--- config.mk ---
export PLATFORM = sky130hd
export DESIGN_NAME = regfile_ctx
export DESIGN_NICKNAME = d
export VERILOG_FILES = /design/src/rtl/regfile_pkg.sv /design/src/rtl/regfile_ctx_stack.sv /design/src/rtl/regfile_ctx.sv
export SDC_FILE = /design/constraint.sdc
export NUM_CORES = 2
export LEC_CHECK = 0
export BUFFER_PORTS_ARGS = -buffer_cell sky130_fd_sc_hd__buf_4
export CORE_AREA = 2 2 459 461
export DETAILED_ROUTE_END_ITERATION = 16
export DIE_AREA = 0 0 461 463
export GPL_TIMING_DRIVEN = 0
export HOLD_SLACK_MARGIN = 0.06
export MAX_ROUTING_LAYER = met4
export PLACE_DENSITY_LB_ADDON = 0.2
export SLEW_MARGIN = 20
export SYNTH_ARGS = -nofsm -noshare
export SYNTH_HDL_FRONTEND = slang
export SYNTH_SLANG_ARGS = --single-unit
--- constraint.sdc ---
create_clock -name clk -period 5.7 [get_ports clk]
set_input_delay 0.57 -clock clk [delete_from_list [all_inputs] [get_ports clk]]
set_output_delay 0.57 -clock clk [all_outputs]
set_load 0.03 [all_outputs]
--- src/rtl/regfile_pkg.sv ---
// Shared types for the context-switching register file.
// Holds the nesting-level and register-address types plus REG_ZERO.
package regfile_pkg;

    localparam int PKG_CTX_DEPTH = 4;
    localparam int PKG_LVL_W     = $clog2(PKG_CTX_DEPTH + 1);

    typedef logic [PKG_LVL_W-1:0] ctx_lvl_t;
    typedef logic [4:0]           reg_addr_t;

    localparam reg_addr_t REG_ZERO = 5'd0;

endpackage

--- src/rtl/regfile_ctx_stack.sv ---
// Context stack: saved copies of masked registers, depth counter, error pulse.
// Ports: push_i/pop_i ops, gated pipeline write (we_i, wr_*), live_i snapshot source;
// outputs depth/full/empty/err, live_we_o routing, restore_o/restore_en_o for pops.
module regfile_ctx_stack
    import regfile_pkg::*;
#(
    parameter int          NUM_REGS  = 32,
    parameter int          DATA_W    = 32,
    parameter logic [31:0] SAVE_MASK = 32'h0000_0006,
    parameter int          CTX_DEPTH = 4,
    parameter int          LVL_W     = $clog2(CTX_DEPTH + 1)
) (
    input  logic              clk,
    input  logic              rst,
    input  logic              push_i,
    input  logic              pop_i,
    input  logic              we_i,
    input  reg_addr_t         wr_addr_i,
    input  logic [DATA_W-1:0] wr_data_i,
    input  logic [LVL_W-1:0]  wr_ctx_i,
    input  logic [DATA_W-1:0] live_i [NUM_REGS],
    output logic [LVL_W-1:0]  depth_o,
    output logic              full_o,
    output logic              empty_o,
    output logic              err_o,
    output logic              live_we_o,
    output logic              restore_en_o,
    output logic [DATA_W-1:0] restore_o [NUM_REGS]
);

    logic [LVL_W-1:0] depth_q, depth_d, depth_m1;
    logic             err_q, err_d;
    logic             full, empty, bad_op;
    logic             push_ok, pop_ok;
    logic             ctx_eq, ctx_lt, masked;
    logic             stk_we, drop;

    assign full     = depth_q == LVL_W'(CTX_DEPTH);
    assign empty    = depth_q == '0;
    assign depth_m1 = depth_q - 1'b1;

    assign bad_op  = (push_i && pop_i) || (push_i && full) || (pop_i && empty);
    assign push_ok = push_i && !pop_i && !full;
    assign pop_ok  = pop_i && !push_i && !empty;

    // Writes issued at an outer level land in that level's saved copy
    // when the register is part of the saved subset.
    assign ctx_eq    = wr_ctx_i == depth_q;
    assign ctx_lt    = wr_ctx_i < depth_q;
    assign masked    = SAVE_MASK[wr_addr_i];
    assign live_we_o = we_i && (ctx_eq || (ctx_lt && !masked));
    assign stk_we    = we_i && ctx_lt && masked;
    assign drop      = we_i && !ctx_eq && !ctx_lt;

    always_comb begin
        depth_d = depth_q;
        if (push_ok) begin
            depth_d = depth_q + 1'b1;
        end else if (pop_ok) begin
            depth_d = depth_m1;
        end
        err_d = bad_op || drop;
    end

    always_ff @(posedge clk) begin
        if (rst) begin
            depth_q <= '0;
            err_q   <= 1'b0;
        end else begin
            depth_q <= depth_d;
            err_q   <= err_d;
        end
    end

    for (genvar r = 0; r < NUM_REGS; r++) begin : g_reg
        if (r != 0 && SAVE_MASK[r]) begin : g_sv
            logic [DATA_W-1:0] slot_q [CTX_DEPTH];
            logic [DATA_W-1:0] snap, rv;
            logic              hit_live, hit_stk;

            assign hit_live = live_we_o && wr_addr_i == 5'(r);
            assign hit_stk  = stk_we && wr_addr_i == 5'(r);
            // Snapshot sees a same-cycle live write.
            assign snap     = hit_live ? wr_data_i : live_i[r];

            // Push targets slot D, shadow writes target slots below D.
            always_ff @(posedge clk) begin
                for (int s = 0; s < CTX_DEPTH; s++) begin
                    if (rst) begin
                        slot_q[s] <= '0;
                    end else if (push_ok && depth_q == LVL_W'(s)) begin
                        slot_q[s] <= snap;
                    end else if (hit_stk && wr_ctx_i == LVL_W'(s)) begin
                        slot_q[s] <= wr_data_i;
                    end
                end
            end

            // A shadow write to the slot being popped wins over its old value.
            always_comb begin
                rv = '0;
                for (int s = 0; s < CTX_DEPTH; s++) begin
                    if (depth_m1 == LVL_W'(s)) begin
                        rv = slot_q[s];
                    end
                end
                if (hit_stk && wr_ctx_i == depth_m1) begin
                    rv = wr_data_i;
                end
            end

            assign restore_o[r] = rv;
        end else begin : g_ns
            logic unused_live;
            assign unused_live  = ^live_i[r];
            assign restore_o[r] = '0;
        end
    end

    assign depth_o      = depth_q;
    assign full_o       = full;
    assign empty_o      = empty;
    assign err_o        = err_q;
    assign restore_en_o = pop_ok;

endmodule

--- src/rtl/regfile_ctx.sv ---
// Register file with async reads, one write port, debug path and context stack.
// Ports: clk/rst, pipeline write (we, wr_*), rd_addr/rd_data, ctx_* stack control
// and status, dbg_* debug write, dbg_regs flopped live view.
module regfile_ctx
    import regfile_pkg::*;
#(
    parameter int          NUM_REGS     = 32,
    parameter int          DATA_W       = 32,
    parameter int          NUM_RD_PORTS = 2,
    parameter logic [31:0] SAVE_MASK    = 32'h0000_0006,
    parameter int          CTX_DEPTH    = 4,
    localparam int         LVL_W        = $clog2(CTX_DEPTH + 1)
) (
    input  logic              clk,
    input  logic              rst,
    input  logic              we,
    input  logic [4:0]        wr_addr,
    input  logic [DATA_W-1:0] wr_data,
    input  logic [LVL_W-1:0]  wr_ctx,
    input  logic [4:0]        rd_addr [NUM_RD_PORTS],
    output logic [DATA_W-1:0] rd_data [NUM_RD_PORTS],
    input  logic              ctx_push,
    input  logic              ctx_pop,
    output logic [LVL_W-1:0]  ctx_depth,
    output logic              ctx_full,
    output logic              ctx_empty,
    output logic              ctx_err,
    input  logic              dbg_we,
    input  logic [4:0]        dbg_addr,
    input  logic [DATA_W-1:0] dbg_wdata,
    output logic [DATA_W-1:0] dbg_regs [NUM_REGS]
);

    logic [DATA_W-1:0] live_q  [NUM_REGS];
    logic [DATA_W-1:0] live_d  [NUM_REGS];
    logic [DATA_W-1:0] restore [NUM_REGS];
    logic              dbg_hit, pipe_we, live_we, restore_en;

    assign dbg_hit = dbg_we && dbg_addr != REG_ZERO;
    assign pipe_we = we && wr_addr != REG_ZERO && !dbg_hit;

    regfile_ctx_stack #(
        .NUM_REGS  (NUM_REGS),
        .DATA_W    (DATA_W),
        .SAVE_MASK (SAVE_MASK),
        .CTX_DEPTH (CTX_DEPTH),
        .LVL_W     (LVL_W)
    ) u_stack (
        .clk          (clk),
        .rst          (rst),
        .push_i       (ctx_push),
        .pop_i        (ctx_pop),
        .we_i         (pipe_we),
        .wr_addr_i    (wr_addr),
        .wr_data_i    (wr_data),
        .wr_ctx_i     (wr_ctx),
        .live_i       (live_q),
        .depth_o      (ctx_depth),
        .full_o       (ctx_full),
        .empty_o      (ctx_empty),
        .err_o        (ctx_err),
        .live_we_o    (live_we),
        .restore_en_o (restore_en),
        .restore_o    (restore)
    );

    // Restore beats a live write to a saved register in a pop cycle.
    always_comb begin
        for (int r = 0; r < NUM_REGS; r++) begin
            live_d[r] = live_q[r];
            if (r == 0) begin
                live_d[r] = '0;
            end else if (dbg_hit && dbg_addr == 5'(r)) begin
                live_d[r] = dbg_wdata;
            end else if (restore_en && SAVE_MASK[r]) begin
                live_d[r] = restore[r];
            end else if (live_we && wr_addr == 5'(r)) begin
                live_d[r] = wr_data;
            end
        end
    end

    always_ff @(posedge clk) begin
        for (int r = 0; r < NUM_REGS; r++) begin
            if (rst) begin
                live_q[r] <= '0;
            end else begin
                live_q[r] <= live_d[r];
            end
        end
    end

    for (genvar p = 0; p < NUM_RD_PORTS; p++) begin : g_rd
        always_comb begin
            if (rst) begin
                rd_data[p] = '0;
            end else if (rd_addr[p] == REG_ZERO) begin
                rd_data[p] = '0;
            end else if (live_we && wr_addr == rd_addr[p]) begin
                rd_data[p] = wr_data;
            end else begin
                rd_data[p] = live_q[rd_addr[p]];
            end
        end
    end

    for (genvar r = 0; r < NUM_REGS; r++) begin : g_dbg
        assign dbg_regs[r] = live_q[r];
    end

endmodule

==> metrics.txt <==
# TYPE chip_impl_metric gauge
chip_impl_metric{name="final.hold.worst_slack",unit="ps"} 118
chip_impl_metric{name="final-seq-area",unit="µm²"} 27600
chip_impl_metric{name="internal-power",unit="µW"} 16200
chip_impl_info{name="synth_top_flop_cell",value="sky130_fd_sc_hd__dfxtp_1"} 1
chip_impl_metric{name="synth_cell_types",unit=""} 60
chip_impl_metric{name="cts_inserted_buffers",unit=""} 158
chip_impl_metric{name="cp.buffers_inverters",unit=""} 6
chip_impl_metric{name="timing.reg2reg.setup_slack",unit="ps"} 1250
chip_impl_metric{name="drt-wirelength-per-cell",unit="µm"} 43.8
chip_impl_metric{name="syn_area",unit="µm²"} 76700
chip_impl_info{name="synth_common_cells",value="sky130_fd_sc_hd__nor2_1, sky130_fd_sc_hd__dfxtp_1, sky130_fd_sc_hd__nand2_1"} 1
chip_impl_info{name="synth_top_cells_by_area",value="sky130_fd_sc_hd__dfxtp_1, sky130_fd_sc_hd__mux4_2, sky130_fd_sc_hd__edfxtp_1"} 1
chip_impl_metric{name="avgViaCountPerCell",unit=""} 6.64
chip_impl_metric{name="clock_insertion_delay_worst_skew",unit="ps"} 880
chip_impl_metric{name="drv_slew",unit=""} 0
chip_impl_info{name="top_layer",value="met4"} 1
chip_impl_metric{name="final.min_clock_period",unit="ps"} 6000
chip_impl_metric{name="final.setup_skew",unit="ps"} 33.1
chip_impl_metric{name="post-synth-top-area-fraction",unit="%"} 26.0
chip_impl_metric{name="dp.final_hpwl",unit="µm"} 447000
chip_impl_metric{name="setup_tns",unit="ps"} -330
chip_impl_metric{name="cts_sinks",unit=""} 1252
chip_impl_metric{name="area.growth.synth_to_final",unit="%"} 23.9
chip_impl_metric{name="effective_utilization_at_floorplan",unit="%"} 36.8
chip_impl_metric{name="hold_viol_final",unit=""} 0
chip_impl_metric{name="setup_viol",unit=""} 2
chip_impl_metric{name="core.rowCount",unit=""} 168
chip_impl_metric{name="worst_ir_drop_vdd",unit="mV"} 0.352
chip_impl_metric{name="post-route-util",unit="%"} 45.6
chip_impl_info{name="failing_checks",value="negative setup slack"} 1
chip_impl_metric{name="route.met3.wl",unit="µm"} 61900
chip_impl_metric{name="floorplan.die.width",unit="µm"} 461
chip_impl_metric{name="max_freq",unit="MHz"} 167
chip_impl_metric{name="seq_power_share",unit="%"} 39.4
chip_impl_info{name="holdCritPathClass",value="in2reg"} 1
chip_impl_metric{name="met2WireLength",unit="µm"} 229000
chip_impl_metric{name="max-slew-margin-rel",unit="%"} 7.55
chip_impl_info{name="clock_tree_root_driver_cell",value="sky130_fd_sc_hd__clkbuf_16"} 1
chip_impl_metric{name="gp_routability_congestion",unit=""} 1.09
chip_impl_metric{name="synth_edf_count",unit=""} 256
chip_impl_metric{name="drtPass1Iterations",unit=""} 10
chip_impl_metric{name="ant_nets",unit=""} 0
chip_impl_info{name="critical-path-top-cell-by-count",value="sky130_fd_sc_hd__buf_2"} 1
chip_impl_info{name="clock_tree_from_tritoncts",value="done"} 1
chip_impl_metric{name="final.setup.worst_slack",unit="ps"} -305
chip_impl_metric{name="postSynthRegisterBits",unit=""} 1252
chip_impl_metric{name="grt_max_degree",unit=""} 23
chip_impl_metric{name="globalRoute.totalOverflow",unit=""} 0
chip_impl_metric{name="grt_util_all_layers",unit="%"} 49.3
chip_impl_metric{name="power.net_switching",unit="µW"} 7980
chip_impl_metric{name="total_leakage_power",unit="µW"} 0.0337
chip_impl_metric{name="fillers",unit=""} 20300
chip_impl_metric{name="max-cap-violations",unit=""} 0
chip_impl_metric{name="detail_route.wirelength.met1",unit="µm"} 197000
chip_impl_metric{name="finalCritPeriodShare",unit="%"} 105
chip_impl_metric{name="first_global_vias",unit=""} 76300
chip_impl_metric{name="grt_antenna_before_repair",unit=""} 54
chip_impl_info{name="timing.critical_path.max_delay_family",value="buffers and inverters"} 1
chip_impl_metric{name="pwr-share-clk",unit="%"} 43.7
chip_impl_metric{name="layout-drive-gt1-share",unit="%"} 27.9
chip_impl_metric{name="sw_share",unit="%"} 33.0
chip_impl_info{name="critPathLaunchType",value="primary input"} 1
chip_impl_info{name="synthMostInstantiatedCell",value="sky130_fd_sc_hd__nor2_1"} 1
chip_impl_metric{name="required_time_at_the_worst_slack_endpoint",unit="ps"} 5130
chip_impl_metric{name="critPathArrivalTime",unit="ps"} 5430
chip_impl_info{name="worstPathCellList",value="clkbuf_1, buf_2, buf_2, buf_2, buf_2, nor2_1, nor4_1, a21oi_1, and3_1, nor3_1, buf_4"} 1
chip_impl_metric{name="sequential_cell_area_fraction_in_the_yosys_report",unit="%"} 36.0
chip_impl_info{name="setup.worst_path.class",value="in2out"} 1
chip_impl_info{name="cp_slowest_cell",value="sky130_fd_sc_hd__nor4_1"} 1
chip_impl_info{name="outcome",value="finished, violations left"} 1
chip_impl_metric{name="routed_wl",unit="µm"} 532000
chip_impl_metric{name="die_span_in_y",unit="µm"} 463
chip_impl_metric{name="post_synth_inst_count",unit=""} 7822
chip_impl_metric{name="part_of_the_total_power_dissipated_in_combinational_logic",unit="%"} 16.9
chip_impl_metric{name="worstMarginPinSlew",unit="ps"} 1390
chip_impl_metric{name="area_of_the_multi_input_gates",unit="µm²"} 44400
chip_impl_metric{name="layout.nets",unit=""} 9275
chip_impl_info{name="netlist.top_cell.by_area",value="sky130_fd_sc_hd__dfxtp_1"} 1
chip_impl_info{name="crit_path_end_kind",value="output port"} 1
chip_impl_metric{name="synthArstFlopShare",unit="%"} 0
chip_impl_metric{name="total_power",unit="µW"} 24200
chip_impl_metric{name="clockBufferDepth",unit=""} 3
chip_impl_metric{name="dieArea",unit="µm²"} 213000
chip_impl_metric{name="ys_warn_count",unit=""} 0
chip_impl_metric{name="worst-path-max-fanout",unit=""} 10
chip_impl_metric{name="cts.clk_slew.worst_paths",unit="ps"} 50
chip_impl_metric{name="core_area",unit="µm²"} 209000
chip_impl_metric{name="drc_marker_count_from_the_first_detailed_route_iteration",unit=""} 11600
chip_impl_metric{name="worst_path_largest_cell_delay",unit="ps"} 1130
chip_impl_metric{name="vias",unit=""} 80700
chip_impl_metric{name="wire_length_of_the_first_global_routing_pass",unit="µm"} 695000
chip_impl_metric{name="htreeDepth",unit=""} 4
chip_impl_metric{name="i_o_pins",unit=""} 1187
chip_impl_info{name="grt_setup_unrepaired",value="false"} 1
chip_impl_metric{name="synth_area_per_cell",unit="µm²"} 9.81
chip_impl_metric{name="drcViolationCount",unit=""} 0
chip_impl_metric{name="numPortBuffers",unit=""} 1111
chip_impl_metric{name="powerDensity",unit="nW/µm²"} 254
[registers in the layout, summed over array words and instances (netlist names)]
name                   count
u_stack.g.g_sv.slot_q    256
dbg_regs                 992
u_stack.depth_o            3
u_stack.err_o              1
[cell usage in the layout (no fill, tap or decap), types with 40 or more instances in the layout]
cell type                   Yosys  layout
sky130_fd_sc_hd__a21oi_1      171     171
sky130_fd_sc_hd__mux2_2        96      96
sky130_fd_sc_hd__buf_4         89    1214
sky130_fd_sc_hd__edfxtp_1     256     256
sky130_fd_sc_hd__buf_2        195     201
sky130_fd_sc_hd__mux4_2       452     452
sky130_fd_sc_hd__nand3_1      140     139
sky130_fd_sc_hd__a311oi_1     207     207
sky130_fd_sc_hd__clkbuf_1     705     707
sky130_fd_sc_hd__o21ai_0       65      65
sky130_fd_sc_hd__a22o_1       325     325
sky130_fd_sc_hd__clkbuf_16      0     158
sky130_fd_sc_hd__a311oi_2     116     116
sky130_fd_sc_hd__a221oi_1     126     126
sky130_fd_sc_hd__diode_2        0      40
sky130_fd_sc_hd__a211oi_1     606     606
sky130_fd_sc_hd__a211oi_2      70      69
sky130_fd_sc_hd__buf_6         51      51
sky130_fd_sc_hd__mux2i_1      733     733
sky130_fd_sc_hd__dfxtp_1      996     996
sky130_fd_sc_hd__a221o_1       61      61
sky130_fd_sc_hd__nor2_1      1178    1171
sky130_fd_sc_hd__nor2b_1       79      78
sky130_fd_sc_hd__nand2_1      738     730
sky130_fd_sc_hd__nand3b_1      62      62
[layer usage]
metal  global-route usage, %  up-vias
met5                       -        -
met3                    14.3     1229
met4                    33.5        0
li1                        -    32200
met1                    58.6    41400
met2                    71.9     5840
[stage by stage]
step,cells,area [µm²],worst slack [ps]
6_report,12100,95100,-305
4_1_cts,12100,94900,53.5
3_3_place_gp,11800,88700,-1650
2_1_floorplan,7853,76800,1640
5_1_grt,12100,95000,11.4
3_5_place_dp,11800,89300,-597
[worst min-delay path, delay by kind of cell]
family	cells	cell delay (ps)
multiplexers	1	130
buffers and inverters	1	130
AO/OA/AOI/OAI	1	90
[cell type report]
| class | count | share of cell area (%) |
|---|---|---|
| antenna | 40 | 0.105 |
| buffer | 1085 | 5.37 |
| clock buffer | 228 | 4.80 |
| clock inverter | 61 | 0.752 |
| inverter | 14 | 0.0553 |
| multi-input combinational | 5502 | 46.7 |
| sequential | 1252 | 29.1 |
| tap | 2805 | 3.69 |
| timing repair buffer | 1154 | 9.44 |
[logic make-up after synthesis]
logic type	share of synthesized area (%)
XOR/XNOR	0.179
AO/OA/AOI/OAI	19.8
AND/OR/NAND/NOR	12.9
buffers and inverters	6.64
multiplexers	24.2
flip-flops	36.0
other	0.00489
adder cells (fa/ha/maj)	0.245
[final timing paths]
path | from | endpoint | cells past startpoint
worst max-delay path | rd_addr[0] | rd_data[0] | 11
worst min-delay path | dbg_wdata[27] | dbg_regs[187] | 3
worst max register to register | u_stack.depth_o[2] | dbg_regs[763] | 11
worst min register to register | dbg_regs[545] | dbg_regs[545] | 2
[what timing repair did]
| item | in CTS | in global routing |
|---|---|---|
| setup endpoints to repair | 64 | 50 |
| hold endpoints to repair | 9 | 0 |
| hold buffers | 9 | 0 |
| cloned | 0 | 0 |
| gates resized for setup | 27 | 4 |
| buffers inserted | 9 | 3 |
| pin swaps | 3 | 1 |
[power groups by stage]
stage / Sequential, µW / Clock [µW] / Combinational, µW
after floorplan: 9810 / 0 / 1880
after global placement: 9700 / 0 / 3790
after detailed placement: 9700 / 0 / 3870
after CTS: 9510 / 10500 / 3910
after global routing: 9530 / 10800 / 4120
final: 9530 / 10600 / 4080
No activity file was read; power rests on OpenSTA's default activity.
